===== src/rtl/pipeline_hazard_controller_pkg.sv =====
// Shared definitions for the pipeline hazard controller: next-PC source
// encodings, FSM state encoding and the per-cycle control bundle, including
// the all-zero bubble.
package pipeline_hazard_controller_pkg;

   // Next-PC source select
   localparam logic [1:0] PCSRC_SEQ = 2'b00;  // PC+4
   localparam logic [1:0] PCSRC_BR  = 2'b01;  // branch target
   localparam logic [1:0] PCSRC_J   = 2'b10;  // jump target
   localparam logic [1:0] PCSRC_JR  = 2'b11;  // JR register

   typedef enum logic [1:0] {
      ST_RUN      = 2'd0,
      ST_MEM_WAIT = 2'd1,
      ST_ERROR    = 2'd2
   } state_t;

   // One cycle's worth of pipeline controls
   typedef struct packed {
      logic       pc_write;
      logic       ifid_write;
      logic       ifid_flush;
      logic       idex_flush;
      logic       exmem_flush;
      logic       pipe_hold;
      logic [1:0] pc_src;
   } ctrl_t;

   // A flushed register loads this: every control bit low
   localparam ctrl_t CTRL_BUBBLE = '0;

   // Free-running pipeline: everything advances sequentially
   localparam ctrl_t CTRL_RUN = '{pc_write: 1'b1, ifid_write: 1'b1,
                                  ifid_flush: 1'b0, idex_flush: 1'b0,
                                  exmem_flush: 1'b0, pipe_hold: 1'b0,
                                  pc_src: PCSRC_SEQ};

   // Whole pipeline frozen behind the data memory
   localparam ctrl_t CTRL_HOLD = '{pc_write: 1'b0, ifid_write: 1'b0,
                                   ifid_flush: 1'b0, idex_flush: 1'b0,
                                   exmem_flush: 1'b0, pipe_hold: 1'b1,
                                   pc_src: PCSRC_SEQ};

   // Reset cycle: load bubbles everywhere, keep the PC
   localparam ctrl_t CTRL_RESET = '{pc_write: 1'b0, ifid_write: 1'b0,
                                    ifid_flush: 1'b1, idex_flush: 1'b1,
                                    exmem_flush: 1'b1, pipe_hold: 1'b0,
                                    pc_src: PCSRC_SEQ};

   // Redirect target priority: JR over Jump over branch
   function automatic logic [1:0] redirect_src(input logic jr, input logic jump);
      if (jr)
         return PCSRC_JR;
      else if (jump)
         return PCSRC_J;
      else
         return PCSRC_BR;
   endfunction

endpackage


===== src/rtl/pipeline_hazard_controller_sat.sv =====
// sat_counter: saturating up-counter used for pipeline statistics.
// Ports: clk, clear (synchronous, wins over inc), inc (count enable), count.
// Sticks at all-ones instead of wrapping.
module sat_counter #(
   parameter int CNT_W = 16
) (
   input  logic             clk,
   input  logic             clear,
   input  logic             inc,
   output logic [CNT_W-1:0] count
);

   always_ff @(posedge clk) begin
      if (clear)
         count <= '0;
      else if (inc && (count != {CNT_W{1'b1}}))
         count <= count + 1'b1;
   end

endmodule


===== src/rtl/pipeline_hazard_controller.sv =====
// Stall/flush/redirect controller for the 5-stage pipeline: decides per cycle
// whether PC, IF/ID, ID/EX and EX/MEM advance, hold or load a bubble, picks
// the next-PC source and stretches the pipe around a slow data memory.
// Ports: hazard/control-flow/memory inputs from the pipeline registers; PC and
// register write/flush/hold controls, PC_src, stall/flush statistics, mem_error.
module pipeline_hazard_controller
   import pipeline_hazard_controller_pkg::*;
#(
   parameter int CNT_W       = 16,
   parameter int MEM_TIMEOUT = 64
) (
   input  logic             clk,
   input  logic             reset,
   input  logic [4:0]       IFID_rs,
   input  logic [4:0]       IFID_rt,
   input  logic             IDEX_MemRead,
   input  logic [4:0]       IDEX_rt,
   input  logic             EXMEM_Jump,
   input  logic             EXMEM_JR,
   input  logic             EXMEM_BranchEQ,
   input  logic             EXMEM_BranchNE,
   input  logic             EXMEM_Zero,
   input  logic             EXMEM_MemRead,
   input  logic             EXMEM_MemWrite,
   input  logic             mem_ready,
   output logic             PC_write,
   output logic             IFID_write,
   output logic             IFID_flush,
   output logic             IDEX_flush,
   output logic             EXMEM_flush,
   output logic             pipe_hold,
   output logic [1:0]       PC_src,
   output logic [CNT_W-1:0] stall_count,
   output logic [CNT_W-1:0] flush_count,
   output logic             mem_error
);

   localparam int WAIT_W = $clog2(MEM_TIMEOUT + 1);
   localparam logic [WAIT_W-1:0] WAIT_LAST = WAIT_W'(MEM_TIMEOUT - 1);

   state_t            state;
   state_t            next_state;
   logic [WAIT_W-1:0] wait_cnt;
   logic              mem_error_q;

   logic  mem_busy;
   logic  taken;
   logic  load_use;
   ctrl_t run_ctl;
   logic  run_redirect;
   logic  run_load_use;
   ctrl_t ctl;
   logic  redirect_cyc;
   logic  load_use_cyc;

   assign mem_busy = (EXMEM_MemRead | EXMEM_MemWrite) & ~mem_ready;
   assign taken    = EXMEM_Jump | EXMEM_JR |
                     (EXMEM_BranchEQ & EXMEM_Zero) |
                     (EXMEM_BranchNE & ~EXMEM_Zero);
   assign load_use = IDEX_MemRead && (IDEX_rt != 5'd0) &&
                     ((IDEX_rt == IFID_rs) || (IDEX_rt == IFID_rt));

   // Free-running evaluation, shared by RUN and by the MEM_WAIT cycle in
   // which the memory finally answers (mem_busy is then necessarily low).
   always_comb begin
      run_ctl      = CTRL_RUN;
      run_redirect = 1'b0;
      run_load_use = 1'b0;
      if (mem_busy) begin
         run_ctl = CTRL_HOLD;
      end else if (taken) begin
         run_redirect        = 1'b1;
         run_ctl.ifid_flush  = 1'b1;
         run_ctl.idex_flush  = 1'b1;
         run_ctl.exmem_flush = 1'b1;
         run_ctl.pc_write    = 1'b1;
         run_ctl.pc_src      = redirect_src(EXMEM_JR, EXMEM_Jump);
      end else if (load_use) begin
         // Bubble into ID/EX clears IDEX_MemRead, so this lasts one cycle
         run_load_use       = 1'b1;
         run_ctl.pc_write   = 1'b0;
         run_ctl.ifid_write = 1'b0;
         run_ctl.idex_flush = 1'b1;
      end
   end

   always_comb begin
      ctl          = CTRL_RUN;
      next_state   = state;
      redirect_cyc = 1'b0;
      load_use_cyc = 1'b0;
      if (reset) begin
         ctl        = CTRL_RESET;
         next_state = ST_RUN;
      end else begin
         unique case (state)
            ST_RUN: begin
               ctl          = run_ctl;
               redirect_cyc = run_redirect;
               load_use_cyc = run_load_use;
               if (mem_busy)
                  next_state = ST_MEM_WAIT;
            end
            ST_MEM_WAIT: begin
               if (mem_ready) begin
                  ctl          = run_ctl;
                  redirect_cyc = run_redirect;
                  load_use_cyc = run_load_use;
                  next_state   = ST_RUN;
               end else begin
                  ctl = CTRL_HOLD;
                  if (wait_cnt == WAIT_LAST)
                     next_state = ST_ERROR;
               end
            end
            ST_ERROR: begin
               ctl = CTRL_HOLD;
            end
            default: begin
               ctl        = CTRL_HOLD;
               next_state = ST_ERROR;
            end
         endcase
      end
   end

   always_ff @(posedge clk) begin
      if (reset) begin
         state       <= ST_RUN;
         wait_cnt    <= '0;
         mem_error_q <= 1'b0;
      end else begin
         state <= next_state;
         if (state == ST_RUN && mem_busy)
            wait_cnt <= WAIT_W'(1);
         else if (state == ST_MEM_WAIT && !mem_ready)
            wait_cnt <= wait_cnt + 1'b1;
         else
            wait_cnt <= '0;
         if (next_state == ST_ERROR)
            mem_error_q <= 1'b1;
      end
   end

   sat_counter #(.CNT_W(CNT_W)) u_stall_cnt (
      .clk   (clk),
      .clear (reset),
      .inc   (ctl.pipe_hold | load_use_cyc),
      .count (stall_count)
   );

   sat_counter #(.CNT_W(CNT_W)) u_flush_cnt (
      .clk   (clk),
      .clear (reset),
      .inc   (redirect_cyc),
      .count (flush_count)
   );

   assign PC_write    = ctl.pc_write;
   assign IFID_write  = ctl.ifid_write;
   assign IFID_flush  = ctl.ifid_flush;
   assign IDEX_flush  = ctl.idex_flush;
   assign EXMEM_flush = ctl.exmem_flush;
   assign pipe_hold   = ctl.pipe_hold;
   assign PC_src      = ctl.pc_src;
   assign mem_error   = mem_error_q;

endmodule


===== config.mk =====
export PLATFORM = sky130hd
export DESIGN_NAME = pipeline_hazard_controller
export DESIGN_NICKNAME = d
export VERILOG_FILES = /design/src/rtl/pipeline_hazard_controller_pkg.sv /design/src/rtl/pipeline_hazard_controller_sat.sv /design/src/rtl/pipeline_hazard_controller.sv
export SDC_FILE = /design/constraint.sdc
export NUM_CORES = 1
export LEC_CHECK = 0
export ABC_AREA = 1
export CAP_MARGIN = 20
export CORE_ASPECT_RATIO = 1.1
export CORE_MARGIN = 2
export CORE_UTILIZATION = 50
export CTS_BUF_LIST = sky130_fd_sc_hd__clkbuf_8
export CTS_CLUSTER_DIAMETER = 120
export DETAILED_ROUTE_END_ITERATION = 16
export PLACE_DENSITY_LB_ADDON = 0.25
export SYNTH_ARGS = -nofsm -noshare
export SYNTH_HDL_FRONTEND = slang
export SYNTH_SLANG_ARGS = --single-unit

===== constraint.sdc =====
create_clock -name clk -period 3.6 [get_ports clk]
set_input_delay 0.54 -clock clk [delete_from_list [all_inputs] [get_ports clk]]
set_output_delay 0.54 -clock clk [all_outputs]
set_load 0.03 [all_outputs]

==> run_results.csv <==
group,metric,value,unit
run_status,outcome,"finished, final reports clean",
routing,drc,0,
floorplanning,initial_core_util,0.513,
clocking,cts_buffers,5,
power_and_ir_drop,p_switching,247,uW
global_route,overflow,0,
yosys,ys.flop_type,"dfxtp_1",
setup_path,critical_path_class,"in -> out",
setup_path,critPathLaunch,"mem_ready",
yosys,yosys_warnings,0,
floorplanning,dieArea,5650,sq um
yosys,ys_seq_elements,42,
power_and_ir_drop,clock_power_share,0.337,
floorplanning,io_pins,67,
floorplanning,die_h,78.6,um
yosys,netlist.top_cell.by_area,"dfxtp_1",
sta,hold_violations,0,
placement,post-dp-hpwl,4370,um
sta,period_share,0.815,
sta,maxSlewViolCount,0,
routing,ant_nets,0,
job,maxCapViolations,0,
setup_path,r2r_start,"u_stall_cnt.count[0]",
floorplanning,die_w,71.9,um
sta,worst_clock_skew,0.00877,ns
routing,vias,2565,
power_and_ir_drop,pwr-share-comb,0.157,
setup_path,startpoint_type,"primary input",
sta,finalCriticalPeriod,2.93,ns
sta,fmax,0.341,GHz
yosys,syn_nets,406,
setup_path,critPathMaxFanout,3,
yosys,syn_area,2530,sq um
yosys,synth_top_area_frac,0.332,
setup_path,rrSetupSlack,1.82,ns
layout,areaGrowthSynthToFinish,30.7,%
setup_path,setup.worst_path.end,"EXMEM_flush",
global_route,grt_start_max_net_pins,25,
layout,multi_input_area,1440,sq um
power_and_ir_drop,p_per_area,283,nW/um^2
clocking,ctsResizeCount,0,
yosys,synth.distinct_cells,38,
sta,max_slew_margin,0.774,
setup_path,critPathMostFrequentCell,"clkdlybuf4s50_1",
setup_path,cpPeakStageDelay,0.73,ns
yosys,synth_area_leaders,"dfxtp_1, nand2_1, inv_1",
global_route,grt_use_total,0.207,
sta,worstMarginPinSlew,0.338,ns
routing,wl_per_cell,11.1,um
floorplanning,coreArea,4930,sq um
routing,first_pass_iters,4,
setup_path,slowest_stage,"clkdlybuf4s50_1",
power_and_ir_drop,power,936,uW
power_and_ir_drop,ir_worst_vdd,0.171,mV
clocking,clock-root-buffer,"clkbuf_8",
layout,drive_gt1_frac,0.0745,
routing,drt-initial-drc-count,95,
routing,postRouteWirelength,5590,um
setup_path,worstSetupEndpointType,"output pin",
power_and_ir_drop,internal-power,689,uW
clocking,clock-sinks,42,
yosys,synth-edff-count,0,
setup_path,arrival,2.39,ns
clocking,post-cts-setup-buffer-count,0,
floorplanning,fp-row-count,27,
clocking,clock_latency,0.29,ns
sta,setup_tns,0,ns
clocking,cts.htree.levels,2,
layout,seqCellArea,841,sq um
global_route,grt_pass1_wl,9620,um
global_route,first_global_vias,2349,
power_and_ir_drop,pwr-share-seq,0.506,
yosys,syn-mean-instance-area,6.72,sq um
sta,finalSetupViolCount,0,
layout,num-nets-final,471,
hold_path,hold_class,"reg -> reg",
setup_path,crit_required,3.06,ns
layout,fillers,436,
clocking,path_clk_slew,0.08,ns
layout,diodes,0,
yosys,ys_seq_area_frac,0.332,
setup_path,worst_r2r_endpoint,"u_stall_cnt.count[14]",
yosys,synth_cells,377,
clocking,cts_tree,"done",
global_route,antenna_found_initial,0,
power_and_ir_drop,leakagePower,0.00127,uW
clocking,clock_path_buffers,2,
routing,viasPerCell,5.12,
placement,place.gp.congestion,0.870,
clocking,cts_hold_buf,0,
placement,io_buffers,66,
sta,rsz0062_at_grt,"false",
power_and_ir_drop,swShare,0.264,
setup_path,worstPathCellList,"clkdlybuf4s50_1, nor2_2, nor2_4, inv_1, o21ai_0, clkdlybuf4s50_1",
yosys,ys_async_sr_fraction,0,
setup_path,reg2reg_depth,9,
[cells in the final DEF, fill, tap and decap left out, types with 2 or more instances in the layout]
cell             count
nor4_1               3
clkbuf_8             6
a21oi_1             28
nand3_2              2
a21oi_2              2
nand2_1             86
nand3_1             31
o21ai_0             10
nor2_1              45
o21a_1               2
nor2_4               3
o21ai_1              3
xor2_1               9
dfxtp_1             42
xnor2_1              9
buf_4                3
nor3b_1              3
nor3_1              10
nand2_2              3
nor2_2               2
inv_1               51
ha_1                 3
clkdlybuf4s50_1     65
nand2_4              3
nand4_1              6
[per-stage QoR]
stage | setup WS [ns] | instances | utilization | instance area, sq um | hold slack [ns]
after floorplan | 0.987 | 377 | - | 2530 | 0.446
after global placement | 0.688 | 493 | 0.652 | 3210 | 0.452
after detailed placement | 0.628 | 493 | 0.652 | 3210 | 0.463
after CTS | 0.630 | 501 | 0.671 | 3310 | 0.476
after global routing | 0.520 | 501 | 0.671 | 3310 | 0.511
final | 0.666 | 501 | 0.671 | 3310 | 0.470
[flip-flops by register name, summed over array words and instances, names as in the netlist]
register,cells
u_flush_cnt.count,16
mem_error,1
state,2
wait_cnt,7
u_stall_cnt.count,16
[layer usage]
layer | vias to the layer above | wire, um | GRT usage
met1 | 1154 | 2390 | 0.237
met4 | 0 | 72 | 0.0642
li1 | 1339 | - | -
met3 | 9 | 313 | 0.0436
met2 | 63 | 2810 | 0.381
met5 | - | 0 | 0
[worst max-delay path, delay by kind of cell]
kind,cells,cell delay (ns)
AOI/OAI and AO/OA,1,0.29
buffers and inverters,3,1.36
and+or+nand+nor,2,0.21
[worst min-delay path by stage]
stage,cells past startpoint,to,slack [ns],startpoint
2_1_floorplan,2,wait_cnt[6],0.45,wait_cnt[6]
3_3_place_gp,2,mem_error,0.45,mem_error
3_5_place_dp,2,wait_cnt[6],0.46,wait_cnt[6]
4_1_cts,2,wait_cnt[6],0.48,wait_cnt[6]
5_1_grt,1,wait_cnt[0],0.51,wait_cnt[0]
6_report,2,wait_cnt[6],0.47,wait_cnt[6]
[layout make-up]
cell class              count  share of cell area
inverters                  51              0.0578
clock buffers               6              0.0250
repair buffers             68               0.203
multi-input cells         274               0.434
flip-flops and latches     42               0.254
well taps                  58              0.0219
clock inverters             2             0.00378
[power groups by stage]
| stage | logic (uW) | registers (uW) | clock network [uW] |
|---|---|---|---|
| final | 147 | 474 | 315 |
| after global routing | 163 | 475 | 344 |
| after CTS | 148 | 474 | 325 |
| after detailed placement | 148 | 485 | 0 |
| after global placement | 145 | 485 | 0 |
| after floorplan | 82.8 | 491 | 0 |
[cells by family after synthesis]
| family | synth area share |
|---|---|
| simple gates | 0.377 |
| buf+inv | 0.101 |
| compound gates | 0.113 |
| flops | 0.332 |
| xor+xnor | 0.0623 |
| fa+ha+maj | 0.0148 |
[cells in the mapped netlist, types with 2 or more instances]
master	instances
nand2_4	3
buf_6	2
nor4_1	3
a21oi_1	28
nor2_1	45
nor2_4	3
nor3_1	10
dfxtp_1	42
buf_4	2
nand4_1	6
ha_1	3
nor2_2	2
inv_1	50
nand3_2	2
o21ai_1	3
xor2_1	9
o21ai_0	10
xnor2_1	9
nand2_2	3
o21a_1	2
a21oi_2	2
nor3b_1	3
nand3_1	31
buf_2	3
nand2_1	86
clkbuf_1	3
Power figures use the tool's default switching activity.
